## src/rtl/byte_serial_add_ctrl_pkg.sv

```systemverilog
// Shared types and timing constants for the byte-serial adder sequencer.
package byte_serial_add_ctrl_pkg;

  typedef enum logic [1:0] {
    IDLE  = 2'd0,
    RUN   = 2'd1,
    DRAIN = 2'd2,
    DONE  = 2'd3
  } state_t;

  // Latency of the external registered 8-bit adder; sum/cout for the byte
  // issued in one cycle are visible ADD_LAT cycles later.
  localparam int unsigned ADD_LAT = 1;

endpackage

```

## src/rtl/byte_serial_add_ctrl.sv

```systemverilog
// Byte-serial operand sequencer and result collector around an external
// registered 8-bit adder. One byte is issued per cycle, the adder's
// registered carry is chained into the next byte, and the registered sums
// are reassembled into a wide result with carry and signed overflow flags.
module byte_serial_add_ctrl
  import byte_serial_add_ctrl_pkg::*;
#(
  parameter int unsigned N_BYTES = 4
) (
  input  logic                   clk,
  input  logic                   rst,
  input  logic                   in_valid,
  output logic                   in_ready,
  input  logic [8*N_BYTES-1:0]   in_a,
  input  logic [8*N_BYTES-1:0]   in_b,
  input  logic                   in_sub,
  output logic [7:0]             add_a,
  output logic [7:0]             add_b,
  output logic                   add_cin,
  input  logic [7:0]             add_sum,
  input  logic                   add_cout,
  output logic                   out_valid,
  input  logic                   out_ready,
  output logic [8*N_BYTES-1:0]   out_res,
  output logic                   out_carry,
  output logic                   out_ovf,
  output logic                   busy
);

  localparam int unsigned W     = 8 * N_BYTES;
  localparam int unsigned IDX_W = (N_BYTES > 1) ? $clog2(N_BYTES) : 1;
  localparam logic [IDX_W-1:0] LAST = IDX_W'(N_BYTES - 1);

  state_t           state, next_state;
  logic [IDX_W-1:0] idx;
  logic [IDX_W-1:0] prev_idx;
  logic [W-1:0]     op_a;
  logic [W-1:0]     op_b;
  logic             op_sub;
  logic [W-1:0]     res;
  logic             carry;
  logic             ovf;

  assign out_res   = res;
  assign out_carry = carry;
  assign out_ovf   = ovf;

  // Sum arriving now belongs to the byte issued ADD_LAT cycles ago.
  assign prev_idx = idx - IDX_W'(ADD_LAT);

  // FSM state register.
  always_ff @(posedge clk or negedge rst) begin
    if (!rst) state <= IDLE;
    else      state <= next_state;
  end

  // Next-state, handshake outputs and adder operand drive.
  always_comb begin
    next_state = state;
    in_ready   = 1'b0;
    busy       = 1'b1;
    out_valid  = 1'b0;
    add_a      = '0;
    add_b      = '0;
    add_cin    = 1'b0;
    case (state)
      IDLE: begin
        in_ready = 1'b1;
        busy     = 1'b0;
        if (in_valid) next_state = RUN;
      end
      RUN: begin
        add_a   = 8'(op_a >> {idx, 3'b000});
        add_b   = 8'(op_b >> {idx, 3'b000});
        add_cin = (idx == '0) ? op_sub : add_cout;
        if (idx == LAST) next_state = DRAIN;
      end
      DRAIN: next_state = DONE;
      DONE: begin
        out_valid = 1'b1;
        if (out_ready) next_state = IDLE;
      end
      default: next_state = IDLE;
    endcase
  end

  // Operand latch, byte index and result/flag capture.
  always_ff @(posedge clk or negedge rst) begin
    if (!rst) begin
      idx    <= '0;
      op_a   <= '0;
      op_b   <= '0;
      op_sub <= 1'b0;
      res    <= '0;
      carry  <= 1'b0;
      ovf    <= 1'b0;
    end else begin
      case (state)
        IDLE: begin
          if (in_valid) begin
            op_a   <= in_a;
            op_b   <= in_b ^ {W{in_sub}};
            op_sub <= in_sub;
            idx    <= '0;
          end
        end
        RUN: begin
          if (idx != LAST) idx <= idx + IDX_W'(1);
          if (idx != '0) res[{prev_idx, 3'b000} +: 8] <= add_sum;
        end
        DRAIN: begin
          res[W-8 +: 8] <= add_sum;
          carry         <= add_cout;
          ovf           <= (op_a[W-1] == op_b[W-1]) && (add_sum[7] != op_a[W-1]);
        end
        default: ;
      endcase
    end
  end

endmodule

```

## config.mk

```make
export PLATFORM = sky130hd
export DESIGN_NAME = byte_serial_add_ctrl
export DESIGN_NICKNAME = d
export VERILOG_FILES = /design/src/rtl/byte_serial_add_ctrl_pkg.sv /design/src/rtl/byte_serial_add_ctrl.sv
export SDC_FILE = /design/constraint.sdc
export NUM_CORES = 1
export LEC_CHECK = 0
export BUFFER_PORTS_ARGS = -buffer_cell sky130_fd_sc_hd__buf_2
export CAP_MARGIN = 40
export CORE_MARGIN = 2
export CORE_UTILIZATION = 49
export CTS_BUF_LIST = sky130_fd_sc_hd__clkbuf_2
export CTS_CLUSTER_DIAMETER = 30
export DETAILED_ROUTE_END_ITERATION = 8
export PLACE_DENSITY = 0.82
export SLEW_MARGIN = 15
export SYNTH_ARGS = -nofsm -noshare
export SYNTH_HDL_FRONTEND = slang
export SYNTH_SLANG_ARGS = --single-unit
```

## constraint.sdc

```tcl
create_clock -name clk -period 1.91 [get_ports clk]
set_input_delay 0.4775 -clock clk [delete_from_list [all_inputs] [get_ports clk]]
set_output_delay 0.4775 -clock clk [all_outputs]
set_load 0.05 [all_outputs]
```

== Yosys cells after proc, flatten, opt, wreduce, memory -nomap -nowiden ==
Index checks and enable logic that the tools add are counted.

* Bits of input ports: 78
* Flip-flop bits (word level): 103
* Word-level logic and storage cells: 57
* Output and inout port bits: 54

* Shifts and indexed selects: 4
* Equal/unequal tests: 12
* Bitwise gates (word level): 1
* Add/subtract/negate cells: 3
* Reduce and logical (&&, ||, !) cells: 11
* Multiplexer cells: 17

{| class="wikitable"
|+ Operators by type and width
! kind !! count
|-
| $shr A32 B5 Y8 || 2
|-
| $bwmux W32 || 1
|-
| $mux W32 || 1
|-
| $shift A8 B7 Y32 const A || 1
|-
| $shiftx A8 B7 Y32 || 1
|-
| $xor A32 B32 Y32 || 1
|-
| $mux W8 || 2
|-
| $pmux W8 S2 || 1
|-
| $ne A2 B2 Y1 const B || 6
|-
| $mux W2 || 5
|-
| $pmux W2 S4 || 1
|-
| $neg A5 Y7 || 1
|-
| $eq A2 B2 Y1 const B || 3
|-
| $reduce_and A2 Y1 || 3
|-
| $reduce_and A3 Y1 || 2
|-
| $reduce_bool A2 Y1 || 3
|-
| $mux W1 || 5
|-
| $logic_not A2 Y1 || 2
|-
| $pmux W2 S2 || 1
|-
| $add A2 B1 Y2 const B || 1
|-
| $eq A2 B1 Y1 const B || 1
|-
| $sub A2 B1 Y2 const B || 1
|-
| $eq A1 B1 Y1 || 1
|-
| $logic_and A1 B1 Y1 || 1
|-
| $ne A1 B1 Y1 || 1
|}

== Logic depth before layout (Yosys ltp) ==
Gate-level depths: netlist (run 1).

* Depth in word-level cells: 6
* Gate-level depth with buffers: 8
* Depth with buffers taken out: 5

== Worst setup path before layout (run 1) ==
No wires, ideal clock.

* Path kind: register -> output
* Start point: reg idx[0]
* End point: out add_cin
* Path buffers: 2
* Path slack: -591 ps
* Stages on the path, launching flop included: 7
* Arrival: 2024 ps
* Data required time: 1432 ps
* Cells stage by stage: dfrtp_1 > buf_6 > inv_1 > ha_1 > buf_4 > mux2i_1 > nor2b_1

* Word-level cells in the longest chain between the ends: 3

{| class="wikitable"
|+ Ends and longest elaborated chain
! what !! line !! source
|-
| from (decl) || byte_serial_add_ctrl.sv:35 || <nowiki>logic [IDX_W-1:0] idx;</nowiki>
|-
| from (signal assigned) || byte_serial_add_ctrl.sv:108 || <nowiki>if (idx != LAST) idx <= idx + IDX_W'(1);</nowiki>
|-
| $logic_not A2 Y1 || byte_serial_add_ctrl.sv:75 || <nowiki>add_cin = (idx == '0) ? op_sub : add_cout;</nowiki>
|-
| $mux W1 || byte_serial_add_ctrl.sv:75 ||
|-
| $mux W1 || byte_serial_add_ctrl.sv:66 || <nowiki>case (state)</nowiki>
|-
| to (decl) || byte_serial_add_ctrl.sv:19 || <nowiki>output logic add_cin,</nowiki>
|}

No other way between the ends.

== Worst setup path after layout (run 1) ==
* Start point: reg idx[0]
* End point: out add_b[5]

* Word-level cells in the longest chain between the ends: 2

{| class="wikitable"
|+ Ends and longest elaborated chain
! what !! line !! source
|-
| $shr A32 B5 Y8 || byte_serial_add_ctrl.sv:74 || <nowiki>add_b = 8'(op_b >> {idx, 3'b000});</nowiki>
|-
| $mux W8 || byte_serial_add_ctrl.sv:66 ||
|-
| to (decl) || byte_serial_add_ctrl.sv:18 || <nowiki>output logic [7:0] add_b,</nowiki>
|}

No other way between the ends.

==> metrics.txt, run 1 <==
# TYPE chip_impl_metric gauge
chip_impl_metric{name="layout.filler_cells",unit=""} 716
chip_impl_metric{name="worst_skew_pair_later_pin_latency",unit="ps"} 590
chip_impl_info{name="timing.critical_path.cells",value="buf_12, mux4_2, and2_4, buf_6"} 1
chip_impl_metric{name="clock_tree.htree_level_count",unit=""} 3
chip_impl_metric{name="power.density_cell_area",unit="mW/mm^2"} 1707
chip_impl_metric{name="grt_pass1_wl",unit="um"} 18980
chip_impl_info{name="layout.cells.most_common_list",value="sky130_fd_sc_hd__buf_2 (110), sky130_fd_sc_hd__dfrtp_1 (102), sky130_fd_sc_hd__nand2_1 (42), sky130_fd_sc_hd__o21ai_0 (41), sky130_fd_sc_hd__mux2_2 (35)"} 1
chip_impl_metric{name="worst_ir_drop_vdd",unit="V"} 0.0008768
chip_impl_metric{name="gp_congestion",unit=""} 0.8047
chip_impl_metric{name="synth_edf_count",unit=""} 0
chip_impl_metric{name="ys_seq_elements",unit=""} 103
chip_impl_metric{name="power.share.sequential",unit="%"} 32.6
chip_impl_metric{name="std_cell_rows",unit=""} 36
chip_impl_metric{name="insertedDiodeCount",unit=""} 0
chip_impl_metric{name="drt_wl_total",unit="um"} 11590
chip_impl_metric{name="path_max_fanout",unit=""} 6
chip_impl_metric{name="globalRouteTotalUtil",unit="%"} 22.03
chip_impl_info{name="max_stage_delay_cell_worst_path",value="sky130_fd_sc_hd__dfrtp_2"} 1
chip_impl_metric{name="place.port_buffers",unit=""} 131
chip_impl_metric{name="power.internal",unit="W"} 0.006482
chip_impl_info{name="timing.critical_path.to_type",value="output port"} 1
chip_impl_info{name="violations",value="negative setup slack"} 1
chip_impl_metric{name="synth_seq_area_share",unit="%"} 51.69
chip_impl_metric{name="timing.max_cap.violations",unit=""} 0
chip_impl_metric{name="core_area",unit="sq mm"} 0.009819
chip_impl_metric{name="critical_path.n_buffers_inverters",unit=""} 2
chip_impl_metric{name="hpwl_after_dpl",unit="um"} 8103
chip_impl_info{name="path_class",value="reg2out"} 1
chip_impl_metric{name="switchingPower",unit="W"} 0.004749
chip_impl_metric{name="floorplan.die.height",unit="um"} 104.9
chip_impl_metric{name="finalCritPeriodShare",unit="%"} 132.7
chip_impl_metric{name="post-route-worst-setup-slack",unit="ps"} -624.9
chip_impl_metric{name="power.combinational.fraction",unit="%"} 58.2
chip_impl_info{name="hold_path.startpoint",value="in_a[13]"} 1
chip_impl_metric{name="setup_violations",unit=""} 53
chip_impl_metric{name="synth.distinct_cells",unit=""} 33
chip_impl_info{name="holdCritPathClass",value="in2reg"} 1
chip_impl_metric{name="worst_path_largest_cell_delay",unit="ps"} 510
chip_impl_info{name="run_status",value="complete, but fails checks"} 1
chip_impl_metric{name="grt_antenna_before_repair",unit=""} 0
chip_impl_metric{name="first_global_vias",unit=""} 3793
chip_impl_metric{name="synth_warnings",unit=""} 0
chip_impl_metric{name="grt_overflow",unit=""} 0
chip_impl_metric{name="timing.final.max_slew_violations",unit=""} 0
chip_impl_metric{name="vias_per_cell",unit=""} 5.367
chip_impl_metric{name="die_width",unit="um"} 104.9
chip_impl_info{name="layout_commonest_cell",value="sky130_fd_sc_hd__buf_2"} 1
chip_impl_metric{name="async_flop_share",unit="%"} 100.0
chip_impl_metric{name="drive_above_1_share",unit="%"} 49.37
chip_impl_metric{name="finClkSkew",unit="ps"} 29.90
chip_impl_metric{name="total_standard_cell_area_after_synthesis",unit="sq mm"} 0.004986
chip_impl_metric{name="critical_path_arrival",unit="ps"} 2060
chip_impl_metric{name="final_nets",unit=""} 644
chip_impl_metric{name="syn2layout_area_growth",unit="%"} 31.94
chip_impl_metric{name="routed-via-count",unit=""} 3714
chip_impl_info{name="synth_ff_type",value="sky130_fd_sc_hd__dfrtp_1"} 1
chip_impl_metric{name="die-area",unit="sq mm"} 0.01100
chip_impl_metric{name="fmax",unit="MHz"} 394.5
chip_impl_metric{name="p_clk_share",unit="%"} 9.3
chip_impl_metric{name="p_sw_share",unit="%"} 42.28
chip_impl_metric{name="finalHoldViolations",unit=""} 0
chip_impl_info{name="setup.worst_path.start_class",value="register"} 1
chip_impl_metric{name="finalSetupTns",unit="ps"} -13700
chip_impl_info{name="cp_top_family",value="flip-flops"} 1
chip_impl_metric{name="grt_start_max_net_pins",unit=""} 41
chip_impl_metric{name="syn-num-nets",unit=""} 494
chip_impl_metric{name="ioPinCount",unit=""} 132
chip_impl_info{name="crit_start",value="idx[0]$_DFFE_PN0P_"} 1
chip_impl_metric{name="tightest_slew_margin_relative_to_the_limit",unit="%"} 71.72
chip_impl_metric{name="critical_path_required",unit="ps"} 1430
chip_impl_metric{name="leakage",unit="nW"} 3.086
chip_impl_info{name="clock-root-buffer",value="sky130_fd_sc_hd__clkbuf_2"} 1
chip_impl_metric{name="routed_wl_per_cell",unit="um"} 16.75
chip_impl_metric{name="cts_inserted_buffers",unit=""} 9
chip_impl_metric{name="first_iter_violations",unit=""} 186
chip_impl_metric{name="syn_avg_cell_area",unit="sq um"} 12.34
chip_impl_metric{name="cts.reportedPaths.clkPinSlew",unit="ps"} 280
chip_impl_info{name="worstReg2RegStart",value="idx[0]$_DFFE_PN0P_"} 1
chip_impl_metric{name="drt.antenna.violating_nets",unit=""} 0
chip_impl_metric{name="dp_cells",unit=""} 662
chip_impl_info{name="rsz0062_at_grt",value="yes"} 1
chip_impl_metric{name="synthCells",unit=""} 404
chip_impl_metric{name="layout.cells.non_filler",unit=""} 692
chip_impl_metric{name="clock_tree.buffer_depth",unit=""} 2
chip_impl_info{name="cts_tree",value="done"} 1
chip_impl_metric{name="firstDrtPassIters",unit=""} 4
chip_impl_metric{name="clkSinkCount",unit=""} 103
chip_impl_metric{name="initial_core_util",unit="%"} 50.78
chip_impl_metric{name="final.min_clock_period",unit="ps"} 2535
chip_impl_metric{name="drc",unit=""} 0
chip_impl_metric{name="worst_pin_slew",unit="ps"} 424.3
flip-flops by register name, indices dropped and copies added, names as in the netlist:
| name | flops |
|---|---|
| idx | 2 |
| op_a | 32 |
| op_b | 32 |
| op_sub | 1 |
| out_carry | 1 |
| out_ovf | 1 |
| out_res | 32 |
| state | 2 |
power by group through the flow:
| stage | clock [W] | combinational [W] | sequential (W) |
|---|---|---|---|
| finish | 0.00104 | 0.00653 | 0.00366 |
| global route | 0.00118 | 0.00697 | 0.00377 |
| CTS | 0.00107 | 0.00626 | 0.00364 |
| detailed placement | 0 | 0.00548 | 0.00369 |
| global placement | 0 | 0.00531 | 0.00362 |
| floorplan | 0 | 0.00354 | 0.00421 |
cells by family after synthesis:
group | share of synthesized area (%)
and+or+nand+nor | 9.536
AOI/OAI and AO/OA | 10.92
xor gates and xnor gates | 5.621
muxes | 15.73
DFF | 51.69
adders and majority gates | 3.011
buffers and inverters | 3.488
path summary, 6_finish.rpt:
| check | endpoint | slack, ps | cells after the start |
|---|---|---|---|
| worst min-delay path | op_a[13]$_DFFE_PN0P_ | 90 | 2 |
| worst min register to register | op_b[14]$_DFFE_PN0P_ | 520 | 2 |
| max in group asynchronous | out_res[14]$_DFFE_PN0P_ | 1010 | 3 |
| min in group asynchronous | op_b[27]$_DFFE_PN0P_ | 310 | 2 |
| worst max register to register | out_res[25]$_DFFE_PN0P_ | -130 | 9 |
| worst max-delay path | add_b[5] | -620 | 4 |
synthesized netlist by cell type, types with 2 or more instances:
library cell / number / area (sq um)
sky130_fd_sc_hd__mux2_2: 35 / 394.1
sky130_fd_sc_hd__ha_1: 12 / 150.1
sky130_fd_sc_hd__buf_6: 2 / 22.52
sky130_fd_sc_hd__inv_1: 8 / 30.03
sky130_fd_sc_hd__buf_2: 16 / 80.08
sky130_fd_sc_hd__and4_1: 2 / 17.52
sky130_fd_sc_hd__nor2_1: 4 / 15.01
sky130_fd_sc_hd__xnor2_1: 32 / 280.3
sky130_fd_sc_hd__o21ai_0: 41 / 205.2
sky130_fd_sc_hd__clkbuf_1: 7 / 26.28
sky130_fd_sc_hd__a221o_1: 10 / 100.1
sky130_fd_sc_hd__nand2_1: 46 / 172.7
sky130_fd_sc_hd__mux4_2: 16 / 360.4
sky130_fd_sc_hd__a22o_1: 24 / 210.2
sky130_fd_sc_hd__nand4_1: 8 / 50.05
sky130_fd_sc_hd__buf_4: 2 / 15.01
sky130_fd_sc_hd__dfrtp_1: 103 / 2577
sky130_fd_sc_hd__nor2b_1: 2 / 12.51
sky130_fd_sc_hd__mux2i_1: 3 / 30.03
sky130_fd_sc_hd__nor3_1: 2 / 10.01
sky130_fd_sc_hd__and2_1: 17 / 106.4
area by class of cell:
type	instances	area, sq um	area share [%]
Clock buffer	12	60.06	0.9129
Inverter	8	47.55	0.7227
Clock inverter	4	55.05	0.8368
Tap cell	133	166.4	2.529
Timing Repair Buffer	166	1227	18.66
Multi-Input combinational cell	266	2444	37.14
Sequential cell	103	2579	39.20
routing by layer:
| metal | global-route usage (%) | part of all wire [%] | vias to the layer above |
|---|---|---|---|
| li1 | - | - | 1745 |
| met3 | 5.240 | 5.8 | 19 |
| met5 | 0 | 0 | - |
| met2 | 35.95 | 50 | 127 |
| met4 | 7.238 | 1.6 | 0 |
| met1 | 29.14 | 42 | 1823 |
repair_timing:
action                                  CTS  global route
resized for setup                        76            27
gates cloned                              1             0
hold endpoints to repair                 29             0
pin swaps                                 8            31
setup buffers                             8             8
hold buffers                              1             0
endpoints found under the setup margin   24            63
stage by stage:
step	area (sq um)	utilization [%]	worst slack (ps)	total power [W]	hold WS, ps
2_1_floorplan	5059	-	-32.40	0.007748	181.9
3_3_place_gp	5969	60.79	-26.38	0.008925	438.1
3_5_place_dp	5969	60.79	-57.78	0.009174	442.9
4_1_cts	6417	65.35	-741.4	0.01096	55.51
5_1_grt	6579	67.00	-756.1	0.01192	14.14
6_report	6579	67.00	-624.9	0.01123	93.19
Power figures use the tool's default switching activity.
==> run 2, diff against run 1 <==
--- a/config.mk
+++ b/config.mk
@@ -5,14 +5,15 @@
 export SDC_FILE = /design/constraint.sdc
 export NUM_CORES = 1
 export LEC_CHECK = 0
+export ABC_AREA = 1
 export BUFFER_PORTS_ARGS = -buffer_cell sky130_fd_sc_hd__buf_2
 export CAP_MARGIN = 40
 export CORE_MARGIN = 2
-export CORE_UTILIZATION = 49
+export CORE_UTILIZATION = 50
 export CTS_BUF_LIST = sky130_fd_sc_hd__clkbuf_2
 export CTS_CLUSTER_DIAMETER = 30
 export DETAILED_ROUTE_END_ITERATION = 8
-export PLACE_DENSITY = 0.82
+export PLACE_DENSITY = 0.83
 export SLEW_MARGIN = 15
 export SYNTH_ARGS = -nofsm -noshare
 export SYNTH_HDL_FRONTEND = slang
==> metrics.txt, run 2 <==
# TYPE chip_impl_metric gauge
chip_impl_metric{name="vias_per_cell",unit=""} 5.284
chip_impl_metric{name="syn-num-nets",unit=""} 683
chip_impl_metric{name="total_standard_cell_area_after_synthesis",unit="sq mm"} 0.005241
chip_impl_metric{name="routed_wl_per_cell",unit="um"} 15.68
chip_impl_metric{name="layout.filler_cells",unit=""} 750
chip_impl_metric{name="total_power",unit="W"} 0.01293
chip_impl_info{name="timing.critical_path.cells",value="buf_6, buf_12, buf_8, nor2_1, nor2_1, o21ai_2, a21oi_4, buf_6"} 1
chip_impl_info{name="cts_tree",value="done"} 1
chip_impl_metric{name="clock_tree.buffer_depth",unit=""} 2
chip_impl_metric{name="cts.reportedPaths.clkPinSlew",unit="ps"} 320
chip_impl_metric{name="setup_violations",unit=""} 20
chip_impl_metric{name="drt_wl_total",unit="um"} 13960
chip_impl_info{name="timing.critical_path.to_type",value="output port"} 1
chip_impl_metric{name="power.density_cell_area",unit="mW/mm^2"} 1836
chip_impl_metric{name="cts_inserted_buffers",unit=""} 9
chip_impl_metric{name="p_clk_share",unit="%"} 7.6
chip_impl_metric{name="timing.max_cap.violations",unit=""} 0
chip_impl_metric{name="die_width",unit="um"} 106.4
chip_impl_metric{name="synth_warnings",unit=""} 0
chip_impl_info{name="path_class",value="reg2out"} 1
chip_impl_info{name="holdCritPathClass",value="in2reg"} 1
chip_impl_metric{name="worst_skew_pair_later_pin_latency",unit="ps"} 610
chip_impl_metric{name="worstHoldPathCells",unit=""} 2
chip_impl_metric{name="synth_edf_count",unit=""} 0
chip_impl_info{name="netlist_top_cells_area",value="sky130_fd_sc_hd__dfrtp_1 (49%), sky130_fd_sc_hd__o21ai_0 (8.5%), sky130_fd_sc_hd__nand2_1 (7.7%)"} 1
chip_impl_info{name="synth_area_leader_cell",value="sky130_fd_sc_hd__dfrtp_1"} 1
chip_impl_metric{name="ioPinCount",unit=""} 132
chip_impl_metric{name="power.internal",unit="W"} 0.006407
chip_impl_metric{name="grt_pass1_wl",unit="um"} 22290
chip_impl_info{name="layout_commonest_cell",value="sky130_fd_sc_hd__buf_2"} 1
chip_impl_metric{name="drc",unit=""} 0
chip_impl_metric{name="clock_tree.htree_level_count",unit=""} 3
chip_impl_metric{name="critical_path_arrival",unit="ps"} 1980
chip_impl_metric{name="globalRouteTotalUtil",unit="%"} 25.09
chip_impl_info{name="clock-root-buffer",value="sky130_fd_sc_hd__clkbuf_2"} 1
chip_impl_metric{name="detail_route.wirelength.met1",unit="um"} 5917
chip_impl_info{name="worstReg2RegEnd",value="op_a[6]$_DFFE_PN0P_"} 1
chip_impl_info{name="synth_ff_type",value="sky130_fd_sc_hd__dfrtp_1"} 1
chip_impl_info{name="setup.worst_path.start_class",value="register"} 1
chip_impl_metric{name="synth.distinct_cells",unit=""} 24
chip_impl_metric{name="final.min_clock_period",unit="ps"} 2458
chip_impl_info{name="synth_most_common_cell",value="sky130_fd_sc_hd__nand2_1"} 1
chip_impl_metric{name="std_cell_rows",unit=""} 37
chip_impl_info{name="worstReg2RegStart",value="state[0]$_DFFE_PN0P_"} 1
chip_impl_metric{name="synth_largest_type_area_fraction",unit="%"} 49.18
chip_impl_metric{name="critical_path_required",unit="ps"} 1430
chip_impl_metric{name="grt_overflow",unit=""} 0
chip_impl_metric{name="finClkSkew",unit="ps"} 30.65
chip_impl_metric{name="power.combinational.fraction",unit="%"} 62.7
chip_impl_metric{name="grt_start_max_net_pins",unit=""} 39
chip_impl_metric{name="place.port_buffers",unit=""} 131
chip_impl_info{name="run_status",value="complete, but fails checks"} 1
chip_impl_metric{name="drive_above_1_share",unit="%"} 38.99
chip_impl_info{name="hold_path.startpoint",value="in_a[5]"} 1
chip_impl_metric{name="worst_pin_slew",unit="ps"} 384.1
chip_impl_info{name="cp_top_family",value="buffers and inverters"} 1
chip_impl_metric{name="clkSinkCount",unit=""} 103
chip_impl_metric{name="async_flop_share",unit="%"} 100.0
chip_impl_metric{name="final_nets",unit=""} 839
chip_impl_metric{name="routed-via-count",unit=""} 4703
chip_impl_metric{name="worst_path_largest_cell_delay",unit="ps"} 480
chip_impl_metric{name="postLayoutCellArea",unit="sq mm"} 0.007042
chip_impl_metric{name="first_iter_violations",unit=""} 292
chip_impl_info{name="rsz0062_at_grt",value="yes"} 1
chip_impl_metric{name="r2r_cell_count",unit=""} 8
chip_impl_metric{name="insertedDiodeCount",unit=""} 0
chip_impl_metric{name="gp_congestion",unit=""} 0.8906
chip_impl_metric{name="post-route-worst-setup-slack",unit="ps"} -547.8
chip_impl_metric{name="syn2layout_area_growth",unit="%"} 34.35
chip_impl_metric{name="reg2reg_setup_slack",unit="ps"} 80
chip_impl_metric{name="synth_seq_area_share",unit="%"} 49.18
chip_impl_metric{name="worst_ir_drop_vdd",unit="V"} 0.001082
chip_impl_metric{name="firstDrtPassIters",unit=""} 4
chip_impl_metric{name="drt.antenna.violating_nets",unit=""} 0
chip_impl_metric{name="core_area",unit="sq mm"} 0.01023
chip_impl_metric{name="ys_seq_elements",unit=""} 103
chip_impl_info{name="layout.cells.most_common_list",value="sky130_fd_sc_hd__buf_2 (110), sky130_fd_sc_hd__nand2_1 (104), sky130_fd_sc_hd__dfrtp_1 (102), sky130_fd_sc_hd__nor2_1 (89), sky130_fd_sc_hd__o21ai_0 (61)"} 1
chip_impl_metric{name="switchingPower",unit="W"} 0.006520
chip_impl_metric{name="synthCells",unit=""} 593
chip_impl_metric{name="wl_met3",unit="um"} 739
chip_impl_metric{name="die-area",unit="sq mm"} 0.01132
chip_impl_info{name="violations",value="negative setup slack"} 1
chip_impl_metric{name="post_place_cell_area",unit="sq mm"} 0.006299
chip_impl_metric{name="multiInputGateArea",unit="sq mm"} 0.002693
chip_impl_metric{name="ff_latch_area",unit="sq mm"} 0.002579
chip_impl_metric{name="grt_antenna_before_repair",unit=""} 0
chip_impl_metric{name="syn_avg_cell_area",unit="sq um"} 8.839
chip_impl_metric{name="finalHoldViolations",unit=""} 0
chip_impl_metric{name="path_max_fanout",unit=""} 7
chip_impl_metric{name="finalCritPeriodShare",unit="%"} 128.7
chip_impl_info{name="top_layer",value="met4"} 1
chip_impl_metric{name="hpwl_after_dpl",unit="um"} 9638
chip_impl_metric{name="initial_core_util",unit="%"} 51.23
chip_impl_metric{name="leakage",unit="nW"} 3.174
chip_impl_info{name="synth.cells.most_frequent",value="sky130_fd_sc_hd__nand2_1 (108), sky130_fd_sc_hd__dfrtp_1 (103), sky130_fd_sc_hd__nor2_1 (94)"} 1
chip_impl_metric{name="fmax",unit="MHz"} 406.9
chip_impl_metric{name="critical_path.n_buffers_inverters",unit=""} 4
chip_impl_metric{name="p_sw_share",unit="%"} 50.44
chip_impl_metric{name="power.share.sequential",unit="%"} 29.7
chip_impl_metric{name="first_global_vias",unit=""} 4644
chip_impl_metric{name="tightest_slew_margin_relative_to_the_limit",unit="%"} 74.39
chip_impl_metric{name="met2_length",unit="um"} 7027
chip_impl_info{name="hold_end",value="op_a[5]$_DFFE_PN0P_"} 1
chip_impl_metric{name="floorplan.die.height",unit="um"} 106.4
chip_impl_info{name="max_stage_delay_cell_worst_path",value="sky130_fd_sc_hd__dfrtp_2"} 1
chip_impl_metric{name="timing.final.max_slew_violations",unit=""} 0
[run 2: cell count changes in the layout (fill, tap and decap cells not counted), moves of 9 or more]
cell,before,now
sky130_fd_sc_hd__a221o_1,10,0
sky130_fd_sc_hd__o21ai_0,41,61
sky130_fd_sc_hd__mux4_2,16,0
sky130_fd_sc_hd__o21ai_1,0,14
sky130_fd_sc_hd__and2_4,16,0
sky130_fd_sc_hd__nand2_1,42,104
sky130_fd_sc_hd__o21ai_2,0,19
sky130_fd_sc_hd__a22o_1,24,0
sky130_fd_sc_hd__nand3_1,1,31
sky130_fd_sc_hd__inv_1,5,15
sky130_fd_sc_hd__a21oi_4,1,10
sky130_fd_sc_hd__nor2_1,4,89
[run 2: worst max path at each step]
stage | start | end | cells past startpoint | slack [ps]
after floorplan | idx[0]$_DFFE_PN0P_ | add_b[1] | 5 | -240
after global placement | idx[0]$_DFFE_PN0P_ | add_b[7] | 6 | 60
after detailed placement | idx[0]$_DFFE_PN0P_ | add_b[7] | 6 | 30
after CTS | idx[0]$_DFFE_PN0P_ | add_a[0] | 6 | -500
after global routing | idx[0]$_DFFE_PN0P_ | add_a[5] | 8 | -630
final | idx[0]$_DFFE_PN0P_ | add_a[4] | 8 | -550
[run 2: logic make-up (layout without fill, tap and decap cells)]
family                   after synthesis  count (layout)  share of synthesized area [%]
adder cells (fa/ha/maj)               12              12                          2.865
XOR/XNOR                              32              32                          5.347
AND/OR/NAND/NOR                      245             245                          19.12
buffers and inverters                 56             217                          5.777
AO/OA/AOI/OAI                        113             113                          10.84
flip-flops                           103             103                          49.18
multiplexers                          32              32                          6.875
[run 2: final cells by class]
class	count	share of cell area (%)
repair buffers	173	19.42
clock inverters	7	0.8529
flip-flops and latches	103	36.62
inverters	27	1.688
clock buffers	9	0.6397
repair inverters	1	0.1244
well taps	136	2.416
multi-input cells	434	38.24
[run 2: routing by layer]
layer,vias to the layer above,GRT usage [%]
met3,25,3.740
met4,0,9.492
li1,2246,-
met1,2267,32.78
met2,165,42.26
met5,-,0
[run 2: power by group through the flow]
stage,Combinational [W],Sequential [W],Clock (W)
2_1_floorplan,0.00409,0.00464,0
3_3_place_gp,0.00648,0.00376,0
3_5_place_dp,0.00666,0.00380,0
4_1_cts,0.00758,0.00381,0.000976
5_1_grt,0.00874,0.00395,0.00107
6_report,0.00810,0.00384,0.000978
[run 2: metrics by stage]
stage          hold WS, ps  setup slack (ps)  instances  TNS (ps)  util [%]
5_1_grt              18.83            -632.1        890    -10840     68.83
3_3_place_gp         412.7             62.43        854         0     61.56
6_report             54.69            -547.8        890     -8881     68.83
4_1_cts              44.84            -504.6        882     -8554     66.75
2_1_floorplan        181.9            -237.5        593     -1221         -
3_5_place_dp         424.1             25.11        854         0     61.56
[run 2: what timing repair did]
action / in CTS / in global routing
pin swaps: 5 / 8
hold buffers: 1 / 0
cloned: 3 / 1
hold endpoints to repair: 23 / 0
setup endpoints to repair: 20 / 50
resized for setup: 107 / 49
buffers inserted: 8 / 10
==> run 3, diff against run 2 <==
--- a/config.mk
+++ b/config.mk
@@ -8,8 +8,10 @@
 export ABC_AREA = 1
 export BUFFER_PORTS_ARGS = -buffer_cell sky130_fd_sc_hd__buf_2
 export CAP_MARGIN = 40
+export CELL_PAD_IN_SITES_DETAIL_PLACEMENT = 1
+export CELL_PAD_IN_SITES_GLOBAL_PLACEMENT = 1
 export CORE_MARGIN = 2
-export CORE_UTILIZATION = 50
+export CORE_UTILIZATION = 37
 export CTS_BUF_LIST = sky130_fd_sc_hd__clkbuf_2
 export CTS_CLUSTER_DIAMETER = 30
 export DETAILED_ROUTE_END_ITERATION = 8
==> metrics.txt, run 3 (same netlist as run 2, synthesis figures left out) <==
# TYPE chip_impl_metric gauge
chip_impl_metric{name="syn2layout_area_growth",unit="%"} 40.53
chip_impl_metric{name="final.min_clock_period",unit="ps"} 2532
chip_impl_metric{name="worst_skew_pair_later_pin_latency",unit="ps"} 620
chip_impl_metric{name="finalHoldViolations",unit=""} 0
chip_impl_metric{name="cts_inserted_buffers",unit=""} 9
chip_impl_info{name="path_class",value="reg2out"} 1
chip_impl_metric{name="timing.max_cap.violations",unit=""} 0
chip_impl_metric{name="minimum_setup_slack_after_placement",unit="ps"} -73.09
chip_impl_metric{name="clock_tree.buffer_depth",unit=""} 2
chip_impl_info{name="rsz0062_at_grt",value="yes"} 1
chip_impl_info{name="max_stage_delay_cell_worst_path",value="sky130_fd_sc_hd__dfrtp_2"} 1
chip_impl_metric{name="hpwl_after_dpl",unit="um"} 11710
chip_impl_metric{name="tightest_slew_margin_relative_to_the_limit",unit="%"} 74.48
chip_impl_info{name="run_status",value="complete, but fails checks"} 1
chip_impl_metric{name="worst_pin_slew",unit="ps"} 382.8
chip_impl_metric{name="drt.antenna.violating_nets",unit=""} 0
chip_impl_metric{name="gp_congestion",unit=""} 0.8892
chip_impl_metric{name="clkSinkCount",unit=""} 103
chip_impl_metric{name="routed_wl_per_cell",unit="um"} 20.00
chip_impl_metric{name="firstDrtPassIters",unit=""} 4
chip_impl_metric{name="grt_overflow",unit=""} 0
chip_impl_metric{name="globalRouteTotalUtil",unit="%"} 24.84
chip_impl_metric{name="grt_start_max_net_pins",unit=""} 45
chip_impl_info{name="cp_top_family",value="flip-flops"} 1
chip_impl_metric{name="critical_path_arrival",unit="ps"} 2050
chip_impl_info{name="timing.critical_path.to_type",value="output port"} 1
chip_impl_metric{name="timing.final.max_slew_violations",unit=""} 0
chip_impl_metric{name="power.density_cell_area",unit="mW/mm^2"} 1914
chip_impl_metric{name="final_nets",unit=""} 839
chip_impl_metric{name="worst_ir_drop_vdd",unit="V"} 0.0008913
chip_impl_metric{name="die-area",unit="sq mm"} 0.01513
chip_impl_metric{name="grt_pass1_wl",unit="um"} 28420
chip_impl_metric{name="first_global_vias",unit=""} 5501
chip_impl_metric{name="fmax",unit="MHz"} 395.0
chip_impl_metric{name="post-route-worst-setup-slack",unit="ps"} -621.5
chip_impl_info{name="violations",value="negative setup slack"} 1
chip_impl_metric{name="drt_wl_total",unit="um"} 18680
chip_impl_info{name="setup.worst_path.start_class",value="register"} 1
chip_impl_metric{name="clock_tree.htree_level_count",unit=""} 3
chip_impl_metric{name="cts.reportedPaths.clkPinSlew",unit="ps"} 300
chip_impl_metric{name="grt_antenna_before_repair",unit=""} 1
chip_impl_info{name="path_common_cell",value="sky130_fd_sc_hd__buf_12"} 1
chip_impl_metric{name="drc",unit=""} 0
chip_impl_metric{name="routed-via-count",unit=""} 4875
chip_impl_metric{name="finalCritPeriodShare",unit="%"} 132.5
chip_impl_metric{name="floorplan.die.height",unit="um"} 123.0
chip_impl_metric{name="core_area",unit="sq mm"} 0.01388
chip_impl_metric{name="vias_per_cell",unit=""} 5.219
chip_impl_metric{name="critical_path.n_buffers_inverters",unit=""} 3
chip_impl_metric{name="postLayoutCoreUtil",unit="%"} 53.06
chip_impl_info{name="cts_tree",value="done"} 1
chip_impl_info{name="layout.cells.most_common_list",value="sky130_fd_sc_hd__buf_2 (110), sky130_fd_sc_hd__nand2_1 (105), sky130_fd_sc_hd__dfrtp_1 (100), sky130_fd_sc_hd__o21ai_0 (63), sky130_fd_sc_hd__nor2_1 (54)"} 1
chip_impl_info{name="clock-root-buffer",value="sky130_fd_sc_hd__clkbuf_2"} 1
chip_impl_metric{name="path_max_fanout",unit=""} 6
chip_impl_info{name="layout_commonest_cell",value="sky130_fd_sc_hd__buf_2"} 1
chip_impl_metric{name="worst_path_largest_cell_delay",unit="ps"} 500
chip_impl_metric{name="die_width",unit="um"} 123.0
chip_impl_metric{name="finClkSkew",unit="ps"} 42.13
chip_impl_metric{name="first_iter_violations",unit=""} 202
chip_impl_metric{name="drive_above_1_share",unit="%"} 44.36
chip_impl_metric{name="leakage",unit="nW"} 3.212
chip_impl_metric{name="std_cell_rows",unit=""} 43
chip_impl_metric{name="critical_path_required",unit="ps"} 1430
chip_impl_metric{name="ioPinCount",unit=""} 132
chip_impl_info{name="holdCritPathClass",value="in2reg"} 1
chip_impl_info{name="timing.critical_path.cells",value="buf_12, buf_12, nor2_4, nor2_1, o21ai_1, a21oi_2, buf_6"} 1
chip_impl_metric{name="place.port_buffers",unit=""} 131
chip_impl_metric{name="setup_violations",unit=""} 20
chip_impl_metric{name="initial_core_util",unit="%"} 37.76
==> run 3: power by group <==
part | switching (W) | internal, W | leakage (nW)
logic | 0.00561 | 0.00324 | 1.95
clock network | 0.000779 | 0.000421 | 0.0735
registers | 0.000860 | 0.00319 | 1.19
total | 0.00725 | 0.00685 | 3.21
==> run 3: path summary, 6_finish.rpt <==
| check | cells past startpoint | to | slack (ps) | startpoint |
|---|---|---|---|---|
| setup / recovery | 7 | add_b[7] | -620 | idx[0]$_DFFE_PN0P_ |
| hold / removal | 2 | op_a[3]$_DFFE_PN0P_ | 50 | in_a[3] |
| setup reg to reg | 8 | out_res[1]$_DFFE_PN0P_ | 60 | idx[0]$_DFFE_PN0P_ |
| hold reg to reg | 2 | out_carry$_DFFE_PN0P_ | 520 | out_carry$_DFFE_PN0P_ |
| max in group asynchronous | 3 | op_b[21]$_DFFE_PN0P_ | 1100 | rst |
| min in group asynchronous | 2 | out_res[26]$_DFFE_PN0P_ | 250 | rst |
==> run 3: layout make-up <==
type	instances	area, sq um
sequential	103	2581
clock inverter	6	83.83
fill	1594	6515
clock buffer	9	45.04
antenna	1	2.502
multi-input combinational	434	2902
tap	180	225.2
timing repair buffer	174	1399
inverter	27	127.6
==> run 3: what timing repair did <==
action	in CTS	in global routing
endpoints found under the hold margin	84	0
gates resized for setup	156	55
gates cloned	5	0
setup buffers	10	6
pin swaps	28	40
endpoints found under the setup margin	22	53
hold buffers	1	0
==> run 3: routing by layer <==
| metal | global-route usage (%) | routed length [um] | vias to the layer above |
|---|---|---|---|
| li1 | - | - | 2244 |
| met1 | 28.82 | 7310 | 2433 |
| met2 | 44.65 | 9947 | 155 |
| met3 | 4.428 | 892 | 41 |
| met4 | 11.08 | 515 | 2 |
| met5 | 0 | 13 | - |
==> run 3: through the flow <==
| stage | area (sq um) | TNS (ps) | instances | hold slack (ps) | power (W) |
|---|---|---|---|---|---|
| global route | 7363 | -12100 | 933 | -26.17 | 0.01487 |
| finish | 7366 | -9968 | 934 | 53.46 | 0.01410 |
| detailed placement | 6354 | -115.6 | 899 | 385.0 | 0.01068 |
| global placement | 6354 | 0 | 899 | 375.2 | 0.01033 |
| floorplan | 5379 | -1221 | 593 | 181.9 | 0.008722 |
| CTS | 7147 | -10440 | 930 | 21.75 | 0.01329 |
